$ cat config.mk
export PLATFORM = sky130hd
export DESIGN_NAME = ps2_device_tx_flat
export DESIGN_NICKNAME = d
export VERILOG_FILES = /design/src/rtl/ps2_pkg.sv /design/src/rtl/ps2_device_tx_if.sv /design/src/rtl/ps2_byte_fifo.sv /design/src/rtl/ps2_device_tx.sv /design/src/flat_wrapper.sv
export SDC_FILE = /design/constraint.sdc
export NUM_CORES = 1
export LEC_CHECK = 0
export ABC_AREA = 1
export BUFFER_PORTS_ARGS = -buffer_cell sky130_fd_sc_hd__buf_2
export CAP_MARGIN = 5
export CORE_MARGIN = 2
export CORE_UTILIZATION = 52
export CTS_CLUSTER_SIZE = 10
export DETAILED_ROUTE_END_ITERATION = 8
export PLACE_DENSITY = 0.73
export SYNTH_ARGS = -nofsm -noshare
export SYNTH_HDL_FRONTEND = slang
export SYNTH_SLANG_ARGS = --single-unit
$ cat constraint.sdc
create_clock -name clk -period 2.6 [get_ports clk]
set_clock_uncertainty 0.05 [all_clocks]
set_input_delay 0.52 -clock clk [delete_from_list [all_inputs] [get_ports clk]]
set_output_delay 0.52 -clock clk [all_outputs]
set_load 0.03 [all_outputs]
$ cat src/rtl/ps2_pkg.sv
// Shared types and helpers for the PS/2 device-side transmitter.
// State encoding, frame geometry, odd parity and common scancode values.
package ps2_pkg;

    typedef enum logic [2:0] {
        IDLE     = 3'd0,
        WAIT_BUS = 3'd1,
        BIT_HIGH = 3'd2,
        BIT_LOW  = 3'd3,
        STOP_GAP = 3'd4
    } ps2_state_e;

    localparam int FRAME_BITS = 11;

    localparam logic [7:0] SC_BREAK  = 8'hF0;
    localparam logic [7:0] SC_LSHIFT = 8'h12;

    function automatic logic odd_parity(input logic [7:0] data);
        return ~^data;
    endfunction

    // Bit 0 is the start bit, bit 10 the stop bit.
    function automatic logic [FRAME_BITS-1:0] build_frame(input logic [7:0] data);
        return {1'b1, odd_parity(data), data, 1'b0};
    endfunction

endpackage

$ cat src/rtl/ps2_device_tx_if.sv
// Byte-side handshake of the PS/2 transmitter: scancode strobe in, status out.
interface ps2_device_tx_if;
    logic [7:0] scancode;
    logic       send;
    logic       busy;
    logic       overflow;
    logic       host_rts;

    modport master (output scancode, output send, input busy, input overflow, input host_rts);
    modport slave  (input scancode, input send, output busy, output overflow, output host_rts);
endinterface

$ cat src/rtl/ps2_byte_fifo.sv
// Synchronous byte FIFO with peek-at-head and explicit pop.
// Writes while full are ignored; the caller is responsible for flagging them.
module ps2_byte_fifo #(
    parameter int DEPTH = 16
) (
    input  logic       clk,
    input  logic       reset,
    input  logic       wr_en,
    input  logic [7:0] wr_data,
    input  logic       pop,
    output logic [7:0] peek,
    output logic       full,
    output logic       empty
);
    localparam int AW = $clog2(DEPTH);

    logic [7:0]  mem_r [DEPTH];
    logic [AW:0] wr_ptr_r;
    logic [AW:0] rd_ptr_r;
    logic        do_wr_s;
    logic        do_pop_s;

    assign full     = (wr_ptr_r[AW] != rd_ptr_r[AW]) && (wr_ptr_r[AW-1:0] == rd_ptr_r[AW-1:0]);
    assign empty    = (wr_ptr_r == rd_ptr_r);
    assign do_wr_s  = wr_en & ~full;
    assign do_pop_s = pop & ~empty;
    assign peek     = mem_r[rd_ptr_r[AW-1:0]];

    // Pointer update; write and pop in one cycle both advance.
    always_ff @(posedge clk) begin
        if (reset) begin
            wr_ptr_r <= (AW+1)'(0);
            rd_ptr_r <= (AW+1)'(0);
        end else begin
            if (do_wr_s) begin
                wr_ptr_r <= wr_ptr_r + (AW+1)'(1);
            end
            if (do_pop_s) begin
                rd_ptr_r <= rd_ptr_r + (AW+1)'(1);
            end
        end
    end

    // Storage array, written only on an accepted write.
    always_ff @(posedge clk) begin
        if (do_wr_s) begin
            mem_r[wr_ptr_r[AW-1:0]] <= wr_data;
        end
    end

endmodule

$ cat src/rtl/ps2_device_tx.sv
// Device-side PS/2 transmitter: queues scancodes and clocks them out as 11-bit frames.
// Optional host request-to-send detection is compiled in with PS2TX_HOST_RTS_EN.
module ps2_device_tx
    import ps2_pkg::*;
#(
    parameter int CLK_FREQ_HZ = 25_000_000,
    parameter int PS2_CLK_HZ  = 12_500,
    parameter int FIFO_DEPTH  = 16,
    parameter int GAP_CYCLES  = 2 * (CLK_FREQ_HZ / (2 * PS2_CLK_HZ))
) (
    input  logic           clk,
    input  logic           reset,
    ps2_device_tx_if.slave host,
    input  logic           ps2_clk_i,
    input  logic           ps2_data_i,
    output logic           ps2_clk_oe,
    output logic           ps2_data_oe
);
    localparam int HALF  = CLK_FREQ_HZ / (2 * PS2_CLK_HZ);
    localparam int CNT_W = $clog2((GAP_CYCLES > HALF) ? GAP_CYCLES : HALF) + 1;
    localparam logic [CNT_W-1:0] HALF_LAST = CNT_W'(HALF - 1);
    localparam logic [CNT_W-1:0] GAP_LAST  = CNT_W'(GAP_CYCLES - 1);

    ps2_state_e            state_r;
    ps2_state_e            state_n;
    logic [CNT_W-1:0]      cnt_r;
    logic [CNT_W-1:0]      cnt_n;
    logic [3:0]            idx_r;
    logic [3:0]            idx_n;
    logic [1:0]            clk_sync_r;
    logic [1:0]            data_sync_r;
    logic                  sclk_s;
    logic                  sdata_s;
    logic                  pop_s;
    logic [7:0]            head_s;
    logic                  full_s;
    logic                  empty_s;
    logic [FRAME_BITS-1:0] frame_s;
    logic                  clk_oe_r;
    logic                  data_oe_r;
    logic                  busy_r;
    logic                  overflow_r;
    logic                  host_rts_r;
    logic                  clk_oe_n;
    logic                  data_oe_n;
    logic                  busy_n;
    logic                  overflow_n;
    logic                  host_rts_n;
`ifdef PS2TX_HOST_RTS_EN
    logic [CNT_W-1:0]      rts_cnt_r;
    logic [CNT_W-1:0]      rts_cnt_n;
    logic                  rts_seen_r;
    logic                  rts_seen_n;
    logic                  rts_fire_s;
`endif

    assign sclk_s  = clk_sync_r[1];
    assign sdata_s = data_sync_r[1];

    ps2_byte_fifo #(.DEPTH(FIFO_DEPTH)) u_fifo (
        .clk     (clk),
        .reset   (reset),
        .wr_en   (host.send),
        .wr_data (host.scancode),
        .pop     (pop_s),
        .peek    (head_s),
        .full    (full_s),
        .empty   (empty_s)
    );

    // State, counters, line synchronisers and registered outputs.
    always_ff @(posedge clk) begin
        if (reset) begin
            state_r     <= IDLE;
            cnt_r       <= CNT_W'(0);
            idx_r       <= 4'd0;
            clk_sync_r  <= 2'b11;
            data_sync_r <= 2'b11;
            clk_oe_r    <= 1'b0;
            data_oe_r   <= 1'b0;
            busy_r      <= 1'b0;
            overflow_r  <= 1'b0;
            host_rts_r  <= 1'b0;
`ifdef PS2TX_HOST_RTS_EN
            rts_cnt_r   <= CNT_W'(0);
            rts_seen_r  <= 1'b0;
`endif
        end else begin
            state_r     <= state_n;
            cnt_r       <= cnt_n;
            idx_r       <= idx_n;
            clk_sync_r  <= {clk_sync_r[0], ps2_clk_i};
            data_sync_r <= {data_sync_r[0], ps2_data_i};
            clk_oe_r    <= clk_oe_n;
            data_oe_r   <= data_oe_n;
            busy_r      <= busy_n;
            overflow_r  <= overflow_n;
            host_rts_r  <= host_rts_n;
`ifdef PS2TX_HOST_RTS_EN
            rts_cnt_r   <= rts_cnt_n;
            rts_seen_r  <= rts_seen_n;
`endif
        end
    end

    // Next-state logic; the head byte is popped only after a completed frame's gap.
    always_comb begin
        state_n = state_r;
        cnt_n   = cnt_r;
        idx_n   = idx_r;
        pop_s   = 1'b0;
`ifdef PS2TX_HOST_RTS_EN
        rts_cnt_n  = CNT_W'(0);
        rts_seen_n = (state_r == WAIT_BUS) ? rts_seen_r : 1'b0;
        rts_fire_s = 1'b0;
`endif
        case (state_r)
            IDLE: begin
                cnt_n = CNT_W'(0);
                idx_n = 4'd0;
                if (!empty_s) begin
                    state_n = WAIT_BUS;
                end else begin
                    state_n = IDLE;
                end
            end
            WAIT_BUS: begin
                if (sclk_s && sdata_s) begin
                    if (cnt_r == GAP_LAST) begin
                        state_n = BIT_HIGH;
                        cnt_n   = CNT_W'(0);
                        idx_n   = 4'd0;
                    end else begin
                        cnt_n = cnt_r + CNT_W'(1);
                    end
                end else begin
                    cnt_n = CNT_W'(0);
                end
`ifdef PS2TX_HOST_RTS_EN
                // Clock high with data low for HALF cycles is one request; re-armed once data rises.
                if (sclk_s && !sdata_s && !rts_seen_r) begin
                    if (rts_cnt_r == HALF_LAST) begin
                        rts_fire_s = 1'b1;
                        rts_seen_n = 1'b1;
                    end else begin
                        rts_cnt_n = rts_cnt_r + CNT_W'(1);
                    end
                end else if (sdata_s) begin
                    rts_seen_n = 1'b0;
                end else begin
                    rts_seen_n = rts_seen_r;
                end
`endif
            end
            BIT_HIGH: begin
                if (cnt_r == HALF_LAST) begin
                    cnt_n = CNT_W'(0);
                    if (!sclk_s) begin
                        state_n = WAIT_BUS;
                    end else begin
                        state_n = BIT_LOW;
                    end
                end else begin
                    cnt_n = cnt_r + CNT_W'(1);
                end
            end
            BIT_LOW: begin
                if (cnt_r == HALF_LAST) begin
                    cnt_n = CNT_W'(0);
                    if (idx_r == 4'd10) begin
                        state_n = STOP_GAP;
                    end else begin
                        idx_n   = idx_r + 4'd1;
                        state_n = BIT_HIGH;
                    end
                end else begin
                    cnt_n = cnt_r + CNT_W'(1);
                end
            end
            STOP_GAP: begin
                if (cnt_r == GAP_LAST) begin
                    cnt_n   = CNT_W'(0);
                    pop_s   = 1'b1;
                    state_n = IDLE;
                end else begin
                    cnt_n = cnt_r + CNT_W'(1);
                end
            end
            default: begin
                state_n = IDLE;
                cnt_n   = CNT_W'(0);
                idx_n   = 4'd0;
            end
        endcase
    end

    // Output decode from the upcoming state so the line drives change with the state register.
    always_comb begin
        frame_s    = build_frame(head_s);
        clk_oe_n   = 1'b0;
        data_oe_n  = 1'b0;
        case (state_n)
            BIT_HIGH: begin
                data_oe_n = ~frame_s[idx_n];
            end
            BIT_LOW: begin
                clk_oe_n  = 1'b1;
                data_oe_n = ~frame_s[idx_n];
            end
            default: begin
                clk_oe_n  = 1'b0;
                data_oe_n = 1'b0;
            end
        endcase
        busy_n     = ~empty_s | (state_r != IDLE);
        overflow_n = host.send & full_s;
`ifdef PS2TX_HOST_RTS_EN
        host_rts_n = rts_fire_s;
`else
        host_rts_n = 1'b0;
`endif
    end

    assign ps2_clk_oe    = clk_oe_r;
    assign ps2_data_oe   = data_oe_r;
    assign host.busy     = busy_r;
    assign host.overflow = overflow_r;
    assign host.host_rts = host_rts_r;

endmodule

$ cat src/flat_wrapper.sv
// flat-port wrapper written by rule: the top's interface ports become plain ports
module ps2_device_tx_flat import ps2_pkg::*;
#(
    parameter int CLK_FREQ_HZ = 25_000_000,
    parameter int PS2_CLK_HZ  = 12_500,
    parameter int FIFO_DEPTH  = 16,
    parameter int GAP_CYCLES  = 2 * (CLK_FREQ_HZ / (2 * PS2_CLK_HZ))
)
  (clk, reset, ps2_clk_i, ps2_data_i, ps2_clk_oe, ps2_data_oe, host_scancode, host_send, host_busy, host_overflow, host_host_rts);
  ps2_device_tx_if host_i ();
  input  logic clk;
  input  logic reset;
  input  logic ps2_clk_i;
  input  logic ps2_data_i;
  output logic ps2_clk_oe;
  output logic ps2_data_oe;
  input wire logic [$bits(host_i.scancode)-1:0] host_scancode;
  input wire logic [$bits(host_i.send)-1:0] host_send;
  output wire logic [$bits(host_i.busy)-1:0] host_busy;
  output wire logic [$bits(host_i.overflow)-1:0] host_overflow;
  output wire logic [$bits(host_i.host_rts)-1:0] host_host_rts;
  assign host_i.scancode = host_scancode;
  assign host_i.send = host_send;
  assign host_busy = host_i.busy;
  assign host_overflow = host_i.overflow;
  assign host_host_rts = host_i.host_rts;
  ps2_device_tx #(.CLK_FREQ_HZ(CLK_FREQ_HZ), .PS2_CLK_HZ(PS2_CLK_HZ), .FIFO_DEPTH(FIFO_DEPTH), .GAP_CYCLES(GAP_CYCLES)) u_core (.clk(clk), .reset(reset), .host(host_i), .ps2_clk_i(ps2_clk_i), .ps2_data_i(ps2_data_i), .ps2_clk_oe(ps2_clk_oe), .ps2_data_oe(ps2_data_oe));
endmodule
==> results by group, run 1 <==
Timing
  – Post-layout minimum cycle time: roughly 2400 ps
  – Setup_tns: 0 ps
  – Fin. max-slew vios: 0
  – Fmax: between 0.4 and 0.5 GHz
  – Endpoints failing setup: 0
  – Hold Fails Final Rpt: 0
  – Worst slew margin: 38.6%
  – Final Cycle Share: 91.0%
  – RSZ-0062 raised after global routing: no
  – Final hold slack: 213 ps
  – Least-Margin Pin Slew: 917 ps

Power
  – Leakage: 3.37 nW
  – Clock power share: 44.1%
  – Total Power: 5.64 mW
  – Sw Ratio: 23.0%
  – P_sw: 1.30 mW
  – Int Power: 4.34 mW
  – Comb pwr share: 3.6%
  – Peak supply drop: 423 uV
  – PD cells: 673 nW/um^2
  – Reg power frac: 52.3%

Finish
  – Area growth syn-to-layout: 10.6%
  – Commonest non-fill, non-tap cell in the layout: nand2_1
  – Most frequent cells in the layout: 244 x nand2_1, 128 x edfxtp_1, 88 x nand3_1
  – Layout cell share with drive strength beyond 1: 9.38%
  – Fill cell count: 1187
  – Ant diodes: 0
  – Final nets: 840

Route
  – Pre-antenna DRT Iters: 5
  – Routed wire length: 15700 microns
  – Wirelength per Cell: 15.4 microns
  – Initial drt markers: roughly 540
  – Routed via count: 5402
  – Routed Antenna Nets: 0
  – Via density: around 5.3
  – DRC viols: 0

Logic synthesis
  – Syn Nets: 825
  – Synth Instances: between 800 and 900
  – Synth Flop Type: edfxtp_1
  – Yosys reg bits: around 170
  – Mapped cell area: 7570 sq um
  – Synth cell types: 42
  – Post-synth EDFFs: 128
  – Async SR Flop Fraction: 0%
  – Sequential share of the synthesized area: approximately three fifths
  – Synthesis Warnings: 0
  – Mapped Avg Cell Area: around 9.4 sq um

Setup path
  – CP max-delay cell: nor2_1
  – Setup CP Type: reg -> reg
  – CP most frequent cell: nand2_1
  – Worst r2r dst: u_core.u_fifo.mem_r[10][7]$_DFFE_PP_
  – Critical Path Start Type: flop
  – Nature of the critical path endpoint: flop
  – Worst path bufs/invs: 1
  – R2r setup slk: between 200 and 250 ps
  – Crit-path cells: xor2_1 -> nor4_2 -> nand2_1 -> nand2_1 -> inv_1 -> nand2_1 -> nor2_1
  – RR Startpoint: u_core.u_fifo.wr_ptr_r[2]$_SDFFE_PP0P_
  – FF-to-FF path depth: 7
  – Crit path max fanout: 8
  – Critical path's top delay family: simple AND/OR/NAND/NOR gates
  – Highest cell delay on the worst timing path: roughly 700 ps
  – Req. time, crit path: 2610 ps
  – Crit path from: u_core.u_fifo.wr_ptr_r[2]$_SDFFE_PP0P_
  – Crit path DAT: 2370 ps

CTS
  – CTS HTree Levels: 4
  – Clock tree buffer depth: 2
  – Clock buffers created by TritonCTS: 17
  – Clk slew on worst S/H paths: 70 ps
  – Post-CTS Hold Buffers: 0
  – Resized Gates After CTS: 0
  – Root Buffer: clkbuf_16
  – Setup Fix Bufs, Post-CTS: 0
  – Clock latency on the worst-skew pair: 440 ps
  – CTS tree: done
  – Clk sinks: 169

Global route
  – First-pass GRT wire length: 25500 microns
  – Grt total ovfl: 0
  – Number of antenna violations at the first check in global routing: 0
  – Largest net degree at the start of global routing: 73
  – Vias in the first global route: 5115
  – All-Layer GR Usage: 21.0%

Place
  – PortBufs: 16
  – Final GP Congestion: 0.898
  – Post-DP HPWL: 10000 microns

Hold path
  – WHS Path Cells: 2
  – Hold Crit Class: in -> reg
  – Worst Hold Endpoint: u_core.data_sync_r[0]$_SDFF_PP1_
  – Hold Path Origin: ps2_data_i

Die
  – Die H: 125 microns
  – Initial Util: 52.7%
  – Core Region: 14400 sq um
  – Top Ports: 18
  – Die Wd: 125 microns
  – Die area: approximately 16000 sq um
  – Std cell rows: 44

Run status
  – Status: finished, final reports clean

Job
  – Max-cap violations: 0
-- how the worst max path moves through the flow --
stage	depth (start not counted)	end	slack, ps
floorplan	8	u_core.u_fifo.mem_r[11][0]$_DFFE_PP_	630
global placement	7	u_core.u_fifo.mem_r[12][0]$_DFFE_PP_	320
detailed placement	7	u_core.u_fifo.mem_r[0][4]$_DFFE_PP_	240
CTS	7	u_core.u_fifo.mem_r[10][7]$_DFFE_PP_	260
global route	7	u_core.u_fifo.mem_r[12][6]$_DFFE_PP_	90
finish	7	u_core.u_fifo.mem_r[10][7]$_DFFE_PP_	240
-- Yosys cell counts, types with 2 or more instances --
cell / n / area share (%)
buf_2: 15 / 0.99
buf_1: 2 / 0.099
o21ai_1: 7 / 0.46
ha_1: 8 / 1.3
or2_2: 6 / 0.50
edfxtp_1: 128 / 51
xor2_1: 8 / 0.93
inv_1: 83 / 4.1
inv_2: 6 / 0.30
buf_6: 6 / 0.89
nand2_2: 2 / 0.17
nor2_1: 76 / 3.8
clkbuf_1: 4 / 0.20
a31oi_1: 2 / 0.17
nand2_1: 244 / 12
nor3b_1: 3 / 0.30
o21ai_0: 18 / 1.2
a21oi_1: 9 / 0.59
nand3_1: 88 / 5.8
nand4_1: 4 / 0.33
nor2_2: 3 / 0.25
o211ai_1: 7 / 0.69
dfxtp_1: 41 / 11
a211oi_1: 2 / 0.20
xnor2_1: 4 / 0.46
nor3_1: 12 / 0.79
-- flip-flops by register name, summed over array words and instances, names as in the netlist, 2 cells and up, named ones only --
register	cells
u_core.u_fifo.mem_r	128
u_core.cnt_r	12
u_core.u_fifo.rd_ptr_r	5
u_core.u_fifo.wr_ptr_r	5
u_core.idx_r	4
u_core.state_r	3
u_core.clk_sync_r	2
u_core.data_sync_r	2
-- worst reg2reg max path: stages, from the launching register on --
cell	delay, ps
dfxtp_1	450
xor2_1	210
nor4_2	80
nand2_1	90
nand2_1	110
inv_1	170
nand2_1	130
nor2_1	690
-- metal layers --
layer  part of all wire [%]  vias up  wire [microns]  GRT usage [%]
li1                       -     2678               -              -
met1                     44     2517            6970           28.4
met2                     47      181            7430           34.0
met3                    6.2       26             967           4.04
met4                    2.0        0             315           7.80
met5                      0        -               0              0
-- cell type report --
cell class | count | area (sq um) | share of cell area [%]
flip-flops and latches | 169 | 4670 | 55.7
multi-input cells | 518 | 2400 | 28.6
clock buffers | 17 | 425 | 5.08
inverters | 89 | 334 | 3.99
well taps | 184 | 230 | 2.75
repair buffers | 24 | 165 | 1.97
clock inverters | 15 | 155 | 1.85
-- metrics by stage --
stage	instances	utilization [%]	worst slack (ps)	cell area (sq um)
4_1_cts	1016	58.3	257	8370
3_5_place_dp	984	54.2	239	7790
3_3_place_gp	984	54.2	324	7790
5_1_grt	1016	58.3	87.0	8370
2_1_floorplan	804	-	629	7570
6_report	1016	58.3	235	8370
-- kinds of logic (layout without fill, tap and decap cells) --
logic type	after synthesis	after routing	share of synthesized area (%)
adders and majority gates	8	8	1.32
AOI/OAI and AO/OA	53	53	4.20
DFF	169	169	61.6
xor gates and xnor gates	12	12	1.39
and+or+nand+nor	444	444	24.7
buffers and inverters	117	145	6.69
other	1	1	0.0495
-- power by group through the flow --
stage	registers (mW)	clock network, mW	logic [mW]
after CTS	2.95	2.51	0.205
after global placement	3.01	0	0.201
after detailed placement	3.01	0	0.204
final	2.95	2.48	0.204
after floorplan	3.01	0	0.123
after global routing	2.95	2.62	0.228
Power figures use the tool's default switching activity.
==> inputs of run 2 (changes only) <==
--- a/config.mk
+++ b/config.mk
@@ -10,7 +10,6 @@
 export CAP_MARGIN = 5
 export CORE_MARGIN = 2
 export CORE_UTILIZATION = 52
-export CTS_CLUSTER_SIZE = 10
 export DETAILED_ROUTE_END_ITERATION = 8
 export PLACE_DENSITY = 0.73
 export SYNTH_ARGS = -nofsm -noshare
==> constraint.sdc (replaced) <==
create_clock -name clk -period 2.6 [get_ports clk]
set_clock_uncertainty 0.05 [all_clocks]
set_input_delay 0.26 -clock clk [delete_from_list [all_inputs] [get_ports clk]]
set_output_delay 0.26 -clock clk [all_outputs]
set_load 0.03 [all_outputs]
==> results by group, run 2 (same netlist as run 1, synthesis figures left out) <==
Run status
  – Status: finished, final reports clean

Die
  – Core Region: 14400 sq um (unchanged)
  – Die H: 125 microns (unchanged)
  – Die area: 15500 sq um (unchanged)
  – Std cell rows: 44 (unchanged)
  – Die Wd: 125 microns (unchanged)
  – Top Ports: 18 (unchanged)
  – Initial Util: 52.7% (unchanged)

Timing
  – Final Cycle Share: 93.8% (+2.8 points)
  – Final hold slack: 38.2 ps (-174 ps)
  – Fmax: 0.410 GHz (-3.0%)
  – Fin. max-slew vios: 0 (unchanged)
  – RSZ-0062 raised after global routing: no
  – Setup_tns: 0 ps (unchanged)
  – Hold Fails Final Rpt: 0 (unchanged)
  – Post-layout minimum cycle time: 2440 ps (+73.5 ps)
  – Worst slew margin: 37.7% (-0.94 points)
  – Endpoints failing setup: 0 (unchanged)
  – Least-Margin Pin Slew: 931 ps (+14.1 ps)

Setup path
  – Nature of the critical path endpoint: flop
  – Crit path from: u_core.u_fifo.wr_ptr_r[2]$_SDFFE_PP0P_
  – Crit path max fanout: 8 (unchanged)
  – R2r setup slk: 160 ps (-70 ps)
  – Worst r2r dst: u_core.u_fifo.mem_r[12][5]$_DFFE_PP_
  – FF-to-FF path depth: 7 (unchanged)
  – Critical Path Start Type: flop
  – Crit path to: u_core.u_fifo.mem_r[12][5]$_DFFE_PP_
  – RR Startpoint: u_core.u_fifo.wr_ptr_r[2]$_SDFFE_PP0P_
  – Setup CP Type: reg -> reg
  – Crit path DAT: 2440 ps (+70 ps)
  – Req. time, crit path: 2600 ps (about the same)

CTS
  – Root Buffer: clkbuf_16
  – Clk slew on worst S/H paths: 60 ps (about the same)
  – Clock buffers created by TritonCTS: 17 (unchanged)
  – Clk sinks: 169 (unchanged)
  – Clock latency on the worst-skew pair: 430 ps (about the same)
  – Clock tree buffer depth: 2 (unchanged)
  – CTS HTree Levels: 4 (unchanged)
  – Resized Gates After CTS: 0 (unchanged)
  – CTS tree: done
  – Setup Fix Bufs, Post-CTS: 0 (unchanged)

Finish
  – Layout cell share with drive strength beyond 1: 9.12% (-0.25 points)
  – Final core occ: 58.4% (+0.087 points)
  – Final nets: 842 (+0.24%)
  – Largest register FFs: 128 (unchanged)
  – Register area: 4670 sq um (unchanged)
  – Ant diodes: 0 (unchanged)
  – Cell Count, Final, Fillers Out: 1017 (+0.098%)
  – Area of the multi-input gates: 2400 sq um (unchanged)
  – Area growth syn-to-layout: 10.8%
  – Fill cell count: 1192 (+0.42%)
  – Most frequent cells in the layout: 244 x nand2_1, 128 x edfxtp_1, 88 x nand3_1
  – Final cell area excluding filler cells: 8390 sq um (+0.15%)
  – Commonest non-fill, non-tap cell in the layout: nand2_1

Global route
  – Number of antenna violations at the first check in global routing: 0 (unchanged)
  – Largest net degree at the start of global routing: 73 (unchanged)
  – All-Layer GR Usage: 21.6% (+0.60 points)
  – Grt total ovfl: 0 (unchanged)
  – Vias in the first global route: 5206 (+1.8%)
  – First-pass GRT wire length: 26300 microns (+3.3%)

Place
  – Final GP Congestion: 0.893 (-0.60%)
  – PortBufs: 16 (unchanged)
  – Placed Area: 7790 sq um (unchanged)
  – Placed cell count: 984 (unchanged)
  – Post-DP HPWL: 10100 microns (+1.1%)

Hold path
  – Hold Crit Class: in -> reg

Route
  – Via density: 5.33 (+0.33%)
  – Routed wire length: 16100 microns (+2.6%)
  – Routed Antenna Nets: 0 (unchanged)
  – DRC viols: 0 (unchanged)
  – Initial drt markers: 532 (-0.56%)
  – Pre-antenna DRT Iters: 5 (unchanged)
  – Wirelength per Cell: 15.8 microns (+2.5%)
  – Routed via count: 5425 (+0.43%)

Power
  – PD cells: 672 nW/um^2 (-0.11%)
  – Peak supply drop: 498 uV (+18%)
  – Leakage: 3.38 nW (+0.44%)

Job
  – Max-cap violations: 0 (unchanged)
## run 2: report_power, final
group	switching (mW)	internal, mW
combinational	0.155	0.0576
clock	1.06	1.42
sequential	0.0143	2.93
total	1.23	4.41
## run 2: worst max-delay path: stages, from the launching register on
cell and delay, ps:
dfxtp_1 480, xor2_1 200, nor4_2 80, nand2_1 80, nand2_1 120, inv_1 170
nand2_1 140, nor2_1 730
## run 2: timing repair
action | in CTS | in global routing
hold buffers | 2 | 0
endpoints found under the setup margin | 0 | 0
hold endpoints to repair | 2 | 0
## run 2: worst min-delay path by stage
| stage | from | endpoint | slack [ps] | depth (start not counted) |
|---|---|---|---|---|
| 2_1_floorplan | reset | flop | 300 | 1 |
| 3_3_place_gp | u_core.data_sync_r[0]$_SDFF_PP1_ | u_core.data_sync_r[1]$_SDFF_PP1_ | 340 | 1 |
| 3_5_place_dp | u_core.clk_sync_r[0]$_SDFF_PP1_ | u_core.clk_sync_r[1]$_SDFF_PP1_ | 350 | 1 |
| 4_1_cts | host_send | u_core.host.overflow$_SDFF_PP0_ | 30 | 3 |
| 5_1_grt | host_send | u_core.host.overflow$_SDFF_PP0_ | 30 | 3 |
| 6_report | host_send | u_core.host.overflow$_SDFF_PP0_ | 40 | 3 |
## run 2: per-stage QoR
| stage | setup WS [ps] | total power [mW] |
|---|---|---|
| global placement | 321 | 3.21 |
| detailed placement | 242 | 3.21 |
| floorplan | 629 | 3.13 |
| finish | 162 | 5.64 |
| global route | 17.2 | 5.81 |
| CTS | 218 | 5.66 |
## run 2: layer usage
layer	vias up	global-route usage, %	routed length, microns
met5	-	0	0
met4	0	7.67	334
met3	26	4.60	965
met2	172	34.4	7730
met1	2546	29.6	7060
li1	2681	-	-
## run 2: layout make-up
| type | instances | area share, % |
|---|---|---|
| clock buffers | 17 | 5.07 |
| clock inverters | 14 | 1.76 |
| inverters | 89 | 3.98 |
| multi-input cells | 518 | 28.6 |
| flip-flops and latches | 169 | 55.6 |
| well taps | 184 | 2.75 |
| repair buffers | 26 | 2.21 |
==> inputs of run 3 (changes only) <==
--- a/config.mk
+++ b/config.mk
@@ -12,6 +12,7 @@
 export CORE_UTILIZATION = 52
 export DETAILED_ROUTE_END_ITERATION = 8
 export PLACE_DENSITY = 0.73
+export RECOVER_POWER = 100
 export SYNTH_ARGS = -nofsm -noshare
 export SYNTH_HDL_FRONTEND = slang
 export SYNTH_SLANG_ARGS = --single-unit
==> results by group, run 3 (same netlist as run 1, synthesis figures left out) <==
Power
  – Leakage: 3.34 nW (-1.2%)
  – PD cells: 674 nW/um^2 (+0.31%)
  – Peak supply drop: 499 uV (+0.11%)

Timing
  – Final Cycle Share: 91.9% (-1.9 points)
  – Worst slew margin: 40.5% (+2.8 points)
  – Fin. max-slew vios: 0 (unchanged)
  – Least-Margin Pin Slew: 889 ps (-42.3 ps)
  – Endpoints failing setup: 0 (unchanged)
  – Post-layout minimum cycle time: 2390 ps (-49.5 ps)
  – Setup_tns: 0 ps (unchanged)
  – Setup ws final: 211 ps (+49.5 ps)
  – Fmax: 0.419 GHz (+2.1%)
  – RSZ-0062 raised after global routing: no
  – Hold Fails Final Rpt: 0 (unchanged)

Hold path
  – Hold Crit Class: in -> reg

Finish
  – Final nets: 842 (unchanged)
  – Commonest non-fill, non-tap cell in the layout: nand2_1
  – Ant diodes: 0 (unchanged)
  – Most frequent cells in the layout: 244 x nand2_1, 128 x edfxtp_1, 89 x nand3_1
  – Register area: 4670 sq um (unchanged)
  – Fill cell count: 1198 (+0.50%)
  – Largest register FFs: 128 (unchanged)
  – Layout cell share with drive strength beyond 1: 7.20% (-1.9 points)
  – Area growth syn-to-layout: 10.4%
  – Final cell area excluding filler cells: 8350 sq um (-0.39%)
  – Area of the multi-input gates: 2380 sq um (-0.73%)

Place
  – Placed Area: 7790 sq um (unchanged)
  – Dpl ws: 242 ps (unchanged)
  – PortBufs: 16 (unchanged)
  – Post-DP HPWL: 10100 microns (unchanged)
  – Final GP Congestion: 0.893 (unchanged)

Route
  – Via density: 5.37 (+0.76%)
  – Pre-antenna DRT Iters: 6 (+1)
  – Routed wire length: 16000 microns (-0.28%)
  – Initial drt markers: 521 (-2.1%)
  – Routed via count: 5466 (+0.76%)
  – DRC viols: 0 (unchanged)
  – Wirelength per Cell: 15.8 microns (-0.28%)
  – Routed Antenna Nets: 0 (unchanged)

Setup path
  – Crit path max fanout: 8 (unchanged)
  – Critical path's top delay family: simple AND/OR/NAND/NOR gates
  – Crit-path cells: xor2_1 -> nor4_1 -> nand2_1 -> nand2_1 -> inv_1 -> nand2_1 -> nor2_1
  – Highest cell delay on the worst timing path: 700 ps (-30 ps)
  – Req. time, crit path: 2600 ps (about the same)
  – CP most frequent cell: nand2_1
  – R2r setup slk: 210 ps (+50 ps)
  – Crit path DAT: 2390 ps (-50 ps)
  – Nature of the critical path endpoint: flop
  – CP max-delay cell: nor2_1
  – Critical Path Start Type: flop
  – Setup CP Type: reg -> reg
  – Worst path bufs/invs: 1 (unchanged)

Die
  – Die Wd: 125 microns (unchanged)
  – Std cell rows: 44 (unchanged)
  – Core Region: 14400 sq um (unchanged)
  – Initial Util: 52.7% (unchanged)
  – Die H: 125 microns (unchanged)
  – Die area: 15500 sq um (unchanged)
  – Top Ports: 18 (unchanged)

CTS
  – CTS tree: done
  – Clk sinks: 169 (unchanged)
  – Root Buffer: clkbuf_16
  – Clock buffers created by TritonCTS: 17 (unchanged)
  – Setup Fix Bufs, Post-CTS: 0 (unchanged)
  – CTS HTree Levels: 4 (unchanged)
  – Clk slew on worst S/H paths: 60 ps (about the same)
  – Clock latency on the worst-skew pair: 430 ps (about the same)
  – Resized Gates After CTS: 0 (unchanged)
  – Clock tree buffer depth: 2 (unchanged)

Global route
  – First-pass GRT wire length: 26300 microns (unchanged)
  – Number of antenna violations at the first check in global routing: 0 (unchanged)
  – Vias in the first global route: 5206 (unchanged)
  – Largest net degree at the start of global routing: 73 (unchanged)
  – Grt total ovfl: 0 (unchanged)
  – All-Layer GR Usage: 21.6% (unchanged)

Job
  – Max-cap violations: 0 (unchanged)

Run status
  – Status: finished, final reports clean
run 3: cell types whose count changed in the layout (fill, tap and decap cells not counted), moves of 2 or more:
cell,before,now
buf_2,16,4
clkbuf_1,0,12
o21ai_0,18,20
o21ai_1,7,5
run 3: repair_timing:
item | CTS | global route
hold buffers | 2 | 0
endpoints found under the setup margin | 0 | 0
endpoints found under the hold margin | 2 | 0
run 3: layout make-up:
cell class / instances / share of cell area [%]
Sequential cell: 169 / 55.8
Multi-Input combinational cell: 518 / 28.5
Clock buffer: 17 / 5.09
Inverter: 89 / 4.00
Tap cell: 184 / 2.76
Timing Repair Buffer: 26 / 2.04
Clock inverter: 14 / 1.77
run 3: layer usage:
layer | part of all wire (%) | vias up | global-route usage, %
met2 | 48 | 193 | 34.4
li1 | - | 2683 | -
met5 | 0 | - | 0
met3 | 6.1 | 26 | 4.60
met4 | 2.0 | 0 | 7.67
met1 | 44 | 2564 | 29.6
run 3: report_power, final:
group / total (mW) / internal, mW / switching, mW
logic: 0.208 / 0.0544 / 0.153
clock network: 2.48 / 1.42 / 1.06
registers: 2.95 / 2.94 / 0.0142
run 3: path summary, 6_finish.rpt:
| path | start | end | cells past startpoint |
|---|---|---|---|
| min | host_send | u_core.host.overflow$_SDFF_PP0_ | 3 |
| max | u_core.u_fifo.wr_ptr_r[2]$_SDFFE_PP0P_ | u_core.u_fifo.mem_r[12][0]$_DFFE_PP_ | 7 |
| max reg2reg | u_core.u_fifo.wr_ptr_r[2]$_SDFFE_PP0P_ | u_core.u_fifo.mem_r[12][0]$_DFFE_PP_ | 7 |
| min reg2reg | u_core.clk_sync_r[0]$_SDFF_PP1_ | u_core.clk_sync_r[1]$_SDFF_PP1_ | 1 |
run 3: worst min-delay path, stage by stage:
cell and delay [ps]:
buf_2 110, nand2_1 60, nor2_1 50
run 3: through the flow:
step                instances  utilization, %  hold slack [ps]  total power [mW]
finish                   1017            58.1             41.7              5.63
floorplan                 804               -              296              3.13
detailed placement        984            54.2              346              3.21
CTS                      1017            58.4             27.7              5.66
global placement          984            54.2              342              3.21
global route             1017            58.1             29.7              5.80
